--- src/rtl/candy_pkg.sv ---
// Shared types and constants for the candy dispenser controller.
package candy_pkg;

  // Width of the Pi amount code and the largest portion count it can select
  localparam int AMT_W        = 2;
  localparam int MAX_PORTIONS = 4;

  typedef enum logic [2:0] {
    IDLE    = 3'd0,
    ARM     = 3'd1,
    STEP_HI = 3'd2,
    STEP_LO = 3'd3,
    DONE    = 3'd4
  } state_e;

  // Amount code 00 selects one portion, 11 selects four
  function automatic int portions_of(input logic [AMT_W-1:0] code);
    return int'(code) + 1;
  endfunction

endpackage

--- src/rtl/candy_dispense_ctrl_if.sv ---
// Pi request / stepper driver signal bundle for the dispenser controller.
interface candy_dispense_ctrl_if;
  import candy_pkg::*;

  logic             candyflag;
  logic [AMT_W-1:0] stateamount;
  logic             stepper_step;
  logic             stepper_dir;
  logic             handshake;
  logic             busy;

  // Pi side: raises requests, watches the acknowledge
  modport master (
    output candyflag, stateamount,
    input  stepper_step, stepper_dir, handshake, busy
  );

  // Controller side
  modport slave (
    input  candyflag, stateamount,
    output stepper_step, stepper_dir, handshake, busy
  );
endinterface

--- src/rtl/pi_input_sync.sv ---
// Multi-flop synchronizer for asynchronous Pi GPIO inputs, with a rising-edge
// strobe on bit 0. The edge prev-flop resets to 0 so a line already high at
// reset release counts as a fresh edge.
module pi_input_sync #(
  parameter int WIDTH       = 1,
  parameter int SYNC_STAGES = 2
) (
  input  logic             clk_x1,
  input  logic             rst,
  input  logic [WIDTH-1:0] async_i,
  output logic [WIDTH-1:0] sync_o,
  output logic             rise_o
);
  logic [WIDTH-1:0] stage_q [SYNC_STAGES];
  logic             prev_q;

  // Shift the raw inputs through the synchronizer chain and remember bit 0
  always_ff @(posedge clk_x1 or posedge rst) begin
    if (rst) begin
      for (int i = 0; i < SYNC_STAGES; i++) stage_q[i] <= '0;
      prev_q <= 1'b0;
    end else begin
      stage_q[0] <= async_i;
      for (int i = 1; i < SYNC_STAGES; i++) stage_q[i] <= stage_q[i-1];
      prev_q <= stage_q[SYNC_STAGES-1][0];
    end
  end

  assign sync_o = stage_q[SYNC_STAGES-1];
  assign rise_o = sync_o[0] & ~prev_q;
endmodule

--- src/rtl/candy_dispense_ctrl.sv ---
// Candy dispenser controller: turns a Pi request (candyflag + amount code)
// into a burst of 50%-duty stepper pulses and acknowledges completion.
module candy_dispense_ctrl #(
  parameter int   SYNC_STAGES       = 2,
  parameter int   STEP_DIV          = 6000,
  parameter int   STEPS_PER_PORTION = 200,
  parameter int   HS_MIN_CYCLES     = 16,
  parameter logic DIR_FWD           = 1'b1
) (
  input  logic                  clk_x1,
  input  logic                  rst,
  candy_dispense_ctrl_if.slave  bus
);
  import candy_pkg::*;

  localparam int HALF   = STEP_DIV / 2;
  localparam int STEP_W = $clog2(MAX_PORTIONS * STEPS_PER_PORTION + 1);
  localparam int PH_W   = (HALF > 1) ? $clog2(HALF) : 1;
  localparam int HS_W   = $clog2(HS_MIN_CYCLES + 1);

  logic [AMT_W:0]   sync_vec;
  logic             flag_sync;
  logic [AMT_W-1:0] amt_sync;
  logic             req_rise;
  logic [STEP_W-1:0] total_steps;

  state_e            state_q, state_d;
  logic [PH_W-1:0]   phase_q, phase_d;
  logic [STEP_W-1:0] cnt_q, cnt_d;
  logic [HS_W-1:0]   hs_q, hs_d;

  pi_input_sync #(
    .WIDTH       (AMT_W + 1),
    .SYNC_STAGES (SYNC_STAGES)
  ) u_sync (
    .clk_x1  (clk_x1),
    .rst     (rst),
    .async_i ({bus.stateamount, bus.candyflag}),
    .sync_o  (sync_vec),
    .rise_o  (req_rise)
  );

  assign flag_sync   = sync_vec[0];
  assign amt_sync    = sync_vec[AMT_W:1];
  assign total_steps = STEP_W'(portions_of(amt_sync) * STEPS_PER_PORTION);

  // State and counter registers
  always_ff @(posedge clk_x1 or posedge rst) begin
    if (rst) begin
      state_q <= IDLE;
      phase_q <= '0;
      cnt_q   <= '0;
      hs_q    <= '0;
    end else begin
      state_q <= state_d;
      phase_q <= phase_d;
      cnt_q   <= cnt_d;
      hs_q    <= hs_d;
    end
  end

  // Next-state: accept a request, pace the half periods, count pulses, hold the ack
  always_comb begin
    state_d = state_q;
    phase_d = phase_q;
    cnt_d   = cnt_q;
    hs_d    = hs_q;
    case (state_q)
      IDLE: begin
        phase_d = '0;
        hs_d    = '0;
        if (req_rise) begin
          cnt_d   = total_steps;
          state_d = ARM;
        end
      end
      ARM: begin
        phase_d = '0;
        state_d = STEP_HI;
      end
      STEP_HI: begin
        if (phase_q == PH_W'(HALF - 1)) begin
          phase_d = '0;
          state_d = STEP_LO;
        end else begin
          phase_d = phase_q + PH_W'(1);
        end
      end
      STEP_LO: begin
        if (phase_q == PH_W'(HALF - 1)) begin
          phase_d = '0;
          cnt_d   = cnt_q - STEP_W'(1);
          hs_d    = '0;
          state_d = (cnt_q == STEP_W'(1)) ? DONE : STEP_HI;
        end else begin
          phase_d = phase_q + PH_W'(1);
        end
      end
      DONE: begin
        // Saturating count of cycles spent acknowledging
        if (hs_q != HS_W'(HS_MIN_CYCLES)) hs_d = hs_q + HS_W'(1);
        if (!flag_sync && (hs_q >= HS_W'(HS_MIN_CYCLES - 1))) state_d = IDLE;
      end
      default: state_d = IDLE;
    endcase
  end

  assign bus.stepper_step = (state_q == STEP_HI);
  assign bus.stepper_dir  = (state_q != IDLE) ? DIR_FWD : 1'b0;
  assign bus.handshake    = (state_q == DONE);
  assign bus.busy         = (state_q != IDLE);
endmodule
--- src/flat_wrapper.sv ---
// flat-port wrapper written by rule: the top's interface ports become plain ports
module candy_dispense_ctrl_flat import candy_pkg::*;
#(
  parameter int   SYNC_STAGES       = 2,
  parameter int   STEP_DIV          = 6000,
  parameter int   STEPS_PER_PORTION = 200,
  parameter int   HS_MIN_CYCLES     = 16,
  parameter logic DIR_FWD           = 1'b1
)
  (clk_x1, rst, bus_candyflag, bus_stateamount, bus_stepper_step, bus_stepper_dir, bus_handshake, bus_busy);
  candy_dispense_ctrl_if bus_i ();
  input  logic clk_x1;
  input  logic rst;
  input wire logic [$bits(bus_i.candyflag)-1:0] bus_candyflag;
  input wire logic [$bits(bus_i.stateamount)-1:0] bus_stateamount;
  output wire logic [$bits(bus_i.stepper_step)-1:0] bus_stepper_step;
  output wire logic [$bits(bus_i.stepper_dir)-1:0] bus_stepper_dir;
  output wire logic [$bits(bus_i.handshake)-1:0] bus_handshake;
  output wire logic [$bits(bus_i.busy)-1:0] bus_busy;
  assign bus_i.candyflag = bus_candyflag;
  assign bus_i.stateamount = bus_stateamount;
  assign bus_stepper_step = bus_i.stepper_step;
  assign bus_stepper_dir = bus_i.stepper_dir;
  assign bus_handshake = bus_i.handshake;
  assign bus_busy = bus_i.busy;
  candy_dispense_ctrl #(.SYNC_STAGES(SYNC_STAGES), .STEP_DIV(STEP_DIV), .STEPS_PER_PORTION(STEPS_PER_PORTION), .HS_MIN_CYCLES(HS_MIN_CYCLES), .DIR_FWD(DIR_FWD)) u_core (.clk_x1(clk_x1), .rst(rst), .bus(bus_i));
endmodule
--- config.mk ---
export PLATFORM = sky130hd
export DESIGN_NAME = candy_dispense_ctrl_flat
export DESIGN_NICKNAME = d
export VERILOG_FILES = /design/src/rtl/candy_pkg.sv /design/src/rtl/candy_dispense_ctrl_if.sv /design/src/rtl/pi_input_sync.sv /design/src/rtl/candy_dispense_ctrl.sv /design/src/flat_wrapper.sv
export SDC_FILE = /design/constraint.sdc
export NUM_CORES = 1
export LEC_CHECK = 0
export CAP_MARGIN = 30
export CORE_MARGIN = 8
export CORE_UTILIZATION = 55
export CTS_CLUSTER_SIZE = 40
export DETAILED_ROUTE_END_ITERATION = 16
export PLACE_DENSITY = 0.73
export RECOVER_POWER = 25
export SLEW_MARGIN = 20
export SYNTH_ARGS = -nofsm -noshare
export SYNTH_HDL_FRONTEND = slang
export SYNTH_SLANG_ARGS = --single-unit
--- constraint.sdc ---
create_clock -name clk_x1 -period 2.5 [get_ports clk_x1]
set_input_delay 0.5 -clock clk_x1 [delete_from_list [all_inputs] [get_ports clk_x1]]
set_output_delay 0.5 -clock clk_x1 [all_outputs]
set_load 0.02 [all_outputs]
Word-level counts from Yosys, hierarchy flattened
Cells that the tools add are included.
{"block": "word_totals", "regBits": 37, "in_bits": 5, "output_inout_bits": 4, "word_cells": 54}
{"block": "classes", "add_sub_neg": 4, "n_mul": 1, "n_lt_le_gt_ge": 1, "n_eq_ne": 12, "muxes": 15, "bitwise_logic": 2, "reduce_logical": 12}
{"op": "$mul 32x6->7 const B", "n": 1}
{"op": "$pmux 12 s2", "n": 1}
{"op": "$mux 10", "n": 2}
{"op": "$pmux 10 s2", "n": 1}
{"op": "$mux 3", "n": 5}
{"op": "$pmux 3 s5", "n": 1}
{"op": "$pmux 5 s3", "n": 1}
{"op": "$add 12x1->12 const B", "n": 1}
{"op": "$eq 12x12->1 const B", "n": 1}
{"op": "$mux 12", "n": 1}
{"op": "$eq 10x1->1 const B", "n": 1}
{"op": "$mux 5", "n": 2}
{"op": "$ne 2x1->1 const B", "n": 5}
{"op": "$sub 10x1->10 const B", "n": 1}
{"op": "$eq 3x2->1 const B", "n": 2}
{"op": "$reduce_and 3->1", "n": 2}
{"op": "$reduce_bool 3->1", "n": 2}
{"op": "$add 5x1->5 const B", "n": 1}
{"op": "$ge 5x4->1 const B", "n": 1}
{"op": "$ne 5x5->1 const B", "n": 1}
{"op": "$reduce_and 4->1", "n": 1}
{"op": "$reduce_bool 2->1", "n": 2}
{"op": "$reduce_or 2->1", "n": 2}
{"op": "$add 2x1->3 const B", "n": 1}
{"op": "other kinds (8)", "n": 8}

Depth between registers and ports, before layout
Gate-level depths: netlist of the first run.
{"block": "logic_depth", "depth_word": 4, "depth_mapped": 6, "depth_no_buf": 6}

By module
From an unflattened synthesis of the first run, not the netlist that was laid out.
{"block": "unflattened", "hier_cells": 221, "hier_area_um2": 2100.8}
{"module": "candy_dispense_ctrl", "instances": 1, "cells_each": 209, "area_each_um2": 1885.6, "seq_area_each_um2": 750.7}
{"module": "pi_input_sync", "instances": 1, "cells_each": 12, "area_each_um2": 215.2, "seq_area_each_um2": 175.2}

Worst setup path before layout of the first run
No wires, ideal clock.
{"block": "synth_path", "path_type": "reg2reg", "startpoint": "register u_core.phase_q[6]", "endpoint": "register u_core.hs_q[3]", "setup_time_ns": 0.121, "t_arrival_ns": 1.809, "required_time_ns": 2.379, "slack_ns": 0.570, "path_stages_with_launch": 6, "path_buffers": 1, "synth_period_minus_slack_ns": 1.930, "cell_sequence": "dfrtp_1 > or4b_4 > nor4_4 > buf_6 > nor2_2 > a22o_1"}
{"block": "synth_between", "elab_chain_len": 3}
{"element": "start, declared", "line": "candy_dispense_ctrl.sv:28", "rtl": "logic [PH_W-1:0] phase_q, phase_d;"}
{"element": "start signal, assigned", "line": "candy_dispense_ctrl.sv:56", "rtl": "phase_q <= phase_d;"}
{"element": "$eq 12x12->1", "line": "candy_dispense_ctrl.sv:90", "rtl": "if (phase_q == PH_W'(HALF - 1)) begin"}
{"element": "$ne 2x1->1 (no source line)"}
{"element": "$reduce_and 3->1 (no source line)"}
{"element": "end signal, assigned", "line": "candy_dispense_ctrl.sv:58", "rtl": "hs_q <= hs_d;"}
{"element": "end, declared", "line": "candy_dispense_ctrl.sv:30", "rtl": "logic [HS_W-1:0] hs_q, hs_d;"}
Every way passes these cells.
A chain may end at the register's enable or synchronous reset.

Worst setup path after layout of the first run
{"block": "layout_path", "startpoint": "register u_core.state_q[1]", "endpoint": "output bus_stepper_step"}
{"block": "layout_between", "elab_chain_len": 1}
{"element": "start, declared", "line": "candy_dispense_ctrl.sv:27", "rtl": "state_e state_q, state_d;"}
{"element": "start signal, assigned", "line": "candy_dispense_ctrl.sv:55", "rtl": "state_q <= state_d;"}
{"element": "$eq 3x2->1", "line": "candy_dispense_ctrl.sv:108", "rtl": "assign bus.stepper_step = (state_q == STEP_HI);"}
{"element": "end, declared", "line": "flat_wrapper.sv:16", "rtl": "output wire logic [$bits(bus_i.stepper_step)-1:0] bus_stepper_step;"}
Every way passes these cells.

==> out/metrics.yaml, run 1 <==
die:
  core_area_um2: 3610
  dieArea_um2: 5920
  start_util_pct: 56.7
  row_count: 22
  dieHeight_um: 77.0
  pin_count: 9
  die_w_um: 77.0
cells_and_area:
  drive_gt1_share_pct: 12.9
  nets: 223
  area_growth_pct: 10.2
  fin_util_pct: 62.4
  final_area_um2: 2250
  insertedDiodeCount: 0
  filler_cell_count: 298
  multi_input_area_um2: 1030
  regArea_um2: 926
drt:
  vias: 1596
  drc_errors: 0
  ant_nets: 0
  drt_iter0_markers: 185
  wl_per_cell_um: 16.5
  first_pass_iters: 4
  viasPerCell: 6.19
  wl_mm: 4.26
synth:
  synth_edf_count: 0
  synth_top_area_cell: "dfrtp_1"
  synthSimpleGateAreaFrac_pct: 21.2
  synthMuxAreaShare_pct: 1.65
  ys_ff_latch: 37
  syn_nets: 212
  async_flop_share_pct: 100
  synthAdderAreaFrac_pct: 5.51
  postSynthCellCount: 198
  synth_warnings: 0
  synth_ff_type: "dfrtp_1"
  synth_xor_area_share_pct: 4.72
  syn-cell-area_um2: 2040
  yosysSeqAreaShare_pct: 45.3
  synth_compound_area_share_pct: 17.1
  synth_area_leaders: "dfrtp_1, ha_1, xnor2_1"
  yosysMostFrequentCell: "dfrtp_1"
  synth_top_family_by_area: "simple AND/OR/NAND/NOR gates"
  ys_top_cells_by_count: "dfrtp_1, nor2_1, xnor2_1"
  synth.distinct_cells: 49
  synth_area_per_cell_um2: 10.3
  yosys.area.top_type_share_pct: 45.3
clocking:
  cts.sinks: 37
  cts_tree: "done"
  worstSkewPairLatency_ns: 0.28
  cts_resized: 1
  cts_hold_buf: 0
  post-cts-setup-buffers: 0
  htreeDepth: 2
  max-clock-path-buffers: 2
  clockRootBuffer: "clkbuf_8"
  clkTransAtPathRegs_ns: 0.07
  cts_made_buffers: 5
timing:
  tns_ns: 0
  layout_setup_ws_ns: 0.191
  fmax_mhz: 433
  slew_violations: 0
  final.min_clock_period_ns: 2.31
  worst_clock_skew_ns: 0.00293
  worst_pin_slew_ns: 0.912
  period_share_pct: 92.4
  hold_violations: 0
  relSlewSlack_pct: 39.2
  rsz0062_at_grt: "no"
  setup_viol_count_final: 0
setup_path:
  crit_family: "buffers and inverters"
  worst_path_max_delay_cell: "clkdlybuf4s50_1"
  path_max_fanout: 10
  crit_chain: "nand2b_1, nor2_1, clkdlybuf4s50_1"
  critPathBufInv: 1
  start_kind: "flop"
  cpPeakStageDelay_ns: 0.62
  crit_required_ns: 2.00
  cp.arrival_ns: 1.81
  cp-end-kind: "output port"
  crit_type: "flop to output port"
grt:
  grt_pass1_vias: 1656
  track_usage_pct: 15.0
  grt_max_degree: 38
  overflow: 0
  grt_pass1_wl_mm: 7.33
  antenna_found_initial: 0
outcome:
  status: "completed"
place:
  dp_hpwl_mm: 2.99
  dp_slack_ns: 0.297
  gp_congestion: 0.850
  io_buffer_count: 8
  postPlaceCellArea_um2: 2160
flow_run:
  cap_violations: 0
power:
  vdd_drop_max_uv: 382
  leakagePower_uw: 0.000980
  p_total_uw: 1690
  p_per_area_nw_per_um2: 753
hold_path:
  min_path_type: "flop to flop"
[path summary, 6_finish.rpt]
kind,start,endpoint,slack (ns),cells after the start
hold / removal,u_core.u_sync.stage_q[3]$_DFF_PP0_,u_core.u_sync.sync_o[0]$_DFF_PP0_,0.35,0
max in group asynchronous,rst,u_core.phase_q[2]$_DFFE_PP0P_,1.01,3
setup reg to reg,u_core.phase_q[6]$_DFFE_PP0P_,u_core.cnt_q[0]$_DFFE_PP0P_,0.40,5
hold reg to reg,u_core.u_sync.stage_q[3]$_DFF_PP0_,u_core.u_sync.sync_o[0]$_DFF_PP0_,0.35,0
setup / recovery,u_core.state_q[1]$_DFFE_PP0P_,bus_stepper_step,0.19,3
min in group asynchronous,rst,u_core.u_sync.stage_q[3]$_DFF_PP0_,0.92,3
[through the flow]
step / instances / hold WS, ns
after floorplan: 198 / 0.331
after global placement: 250 / 0.331
after detailed placement: 250 / 0.337
after CTS: 258 / 0.353
after global routing: 258 / 0.360
final: 258 / 0.351
[per-layer routing]
metal  wire [um]  share of wire (%)  GRT usage, %
met1        1910                 45          17.1
met2        2120                 50          26.0
met3         186                4.4          3.85
met4          39               0.92          5.77
met5           0                  0             0
[flip-flops by register name, summed over array words and instances, names as in the netlist]
| register | cells |
|---|---|
| u_core.cnt_q | 10 |
| u_core.hs_q | 5 |
| u_core.phase_q | 12 |
| u_core.state_q | 3 |
| u_core.u_sync.prev_q | 1 |
| u_core.u_sync.stage_q | 3 |
| u_core.u_sync.sync_o | 3 |
[final cells by class]
class                      count  share of cell area [%]
tap                           48                    2.67
clock inverter                 3                   0.778
multi-input combinational    143                    45.6
sequential                    37                    41.1
inverter                       9                    1.50
clock buffer                   5                    3.06
timing repair buffer          13                    5.23
[power by group]
group	internal (uW)	switching, uW	total, uW
registers	711	155	866
logic	212	216	428
clock network	192	209	401
[cell families after synthesis]
family | after synthesis
compound gates | 49
mux | 3
simple gates | 71
flops | 37
fa+ha+maj | 9
buf+inv | 18
xor+xnor | 11
[layout by cell type (no fill, tap or decap), types with 4 or more instances in the layout]
| cell type | instances |
|---|---|
| nor2_1 | 17 |
| nor3_1 | 7 |
| a22o_1 | 8 |
| clkbuf_8 | 5 |
| buf_4 | 4 |
| o21ai_0 | 6 |
| nand4_1 | 4 |
| xnor2_1 | 10 |
| o22ai_1 | 7 |
| a21oi_1 | 8 |
| ha_1 | 9 |
| dlygate4sd3_1 | 4 |
| nand2_1 | 6 |
| nor4_1 | 6 |
| o2bb2ai_1 | 6 |
| nand3_1 | 4 |
| inv_1 | 9 |
| dfrtp_1 | 37 |
(Power assumes the default switching activity.)
==> run 2, diff against run 1 <==
--- a/config.mk
+++ b/config.mk
@@ -16,3 +16,4 @@
 export SYNTH_ARGS = -nofsm -noshare
 export SYNTH_HDL_FRONTEND = slang
 export SYNTH_SLANG_ARGS = --single-unit
+export TNS_END_PERCENT = 5
==> results of run 2 <==
Final layout, timing and power as in run 1 (identical DEF).
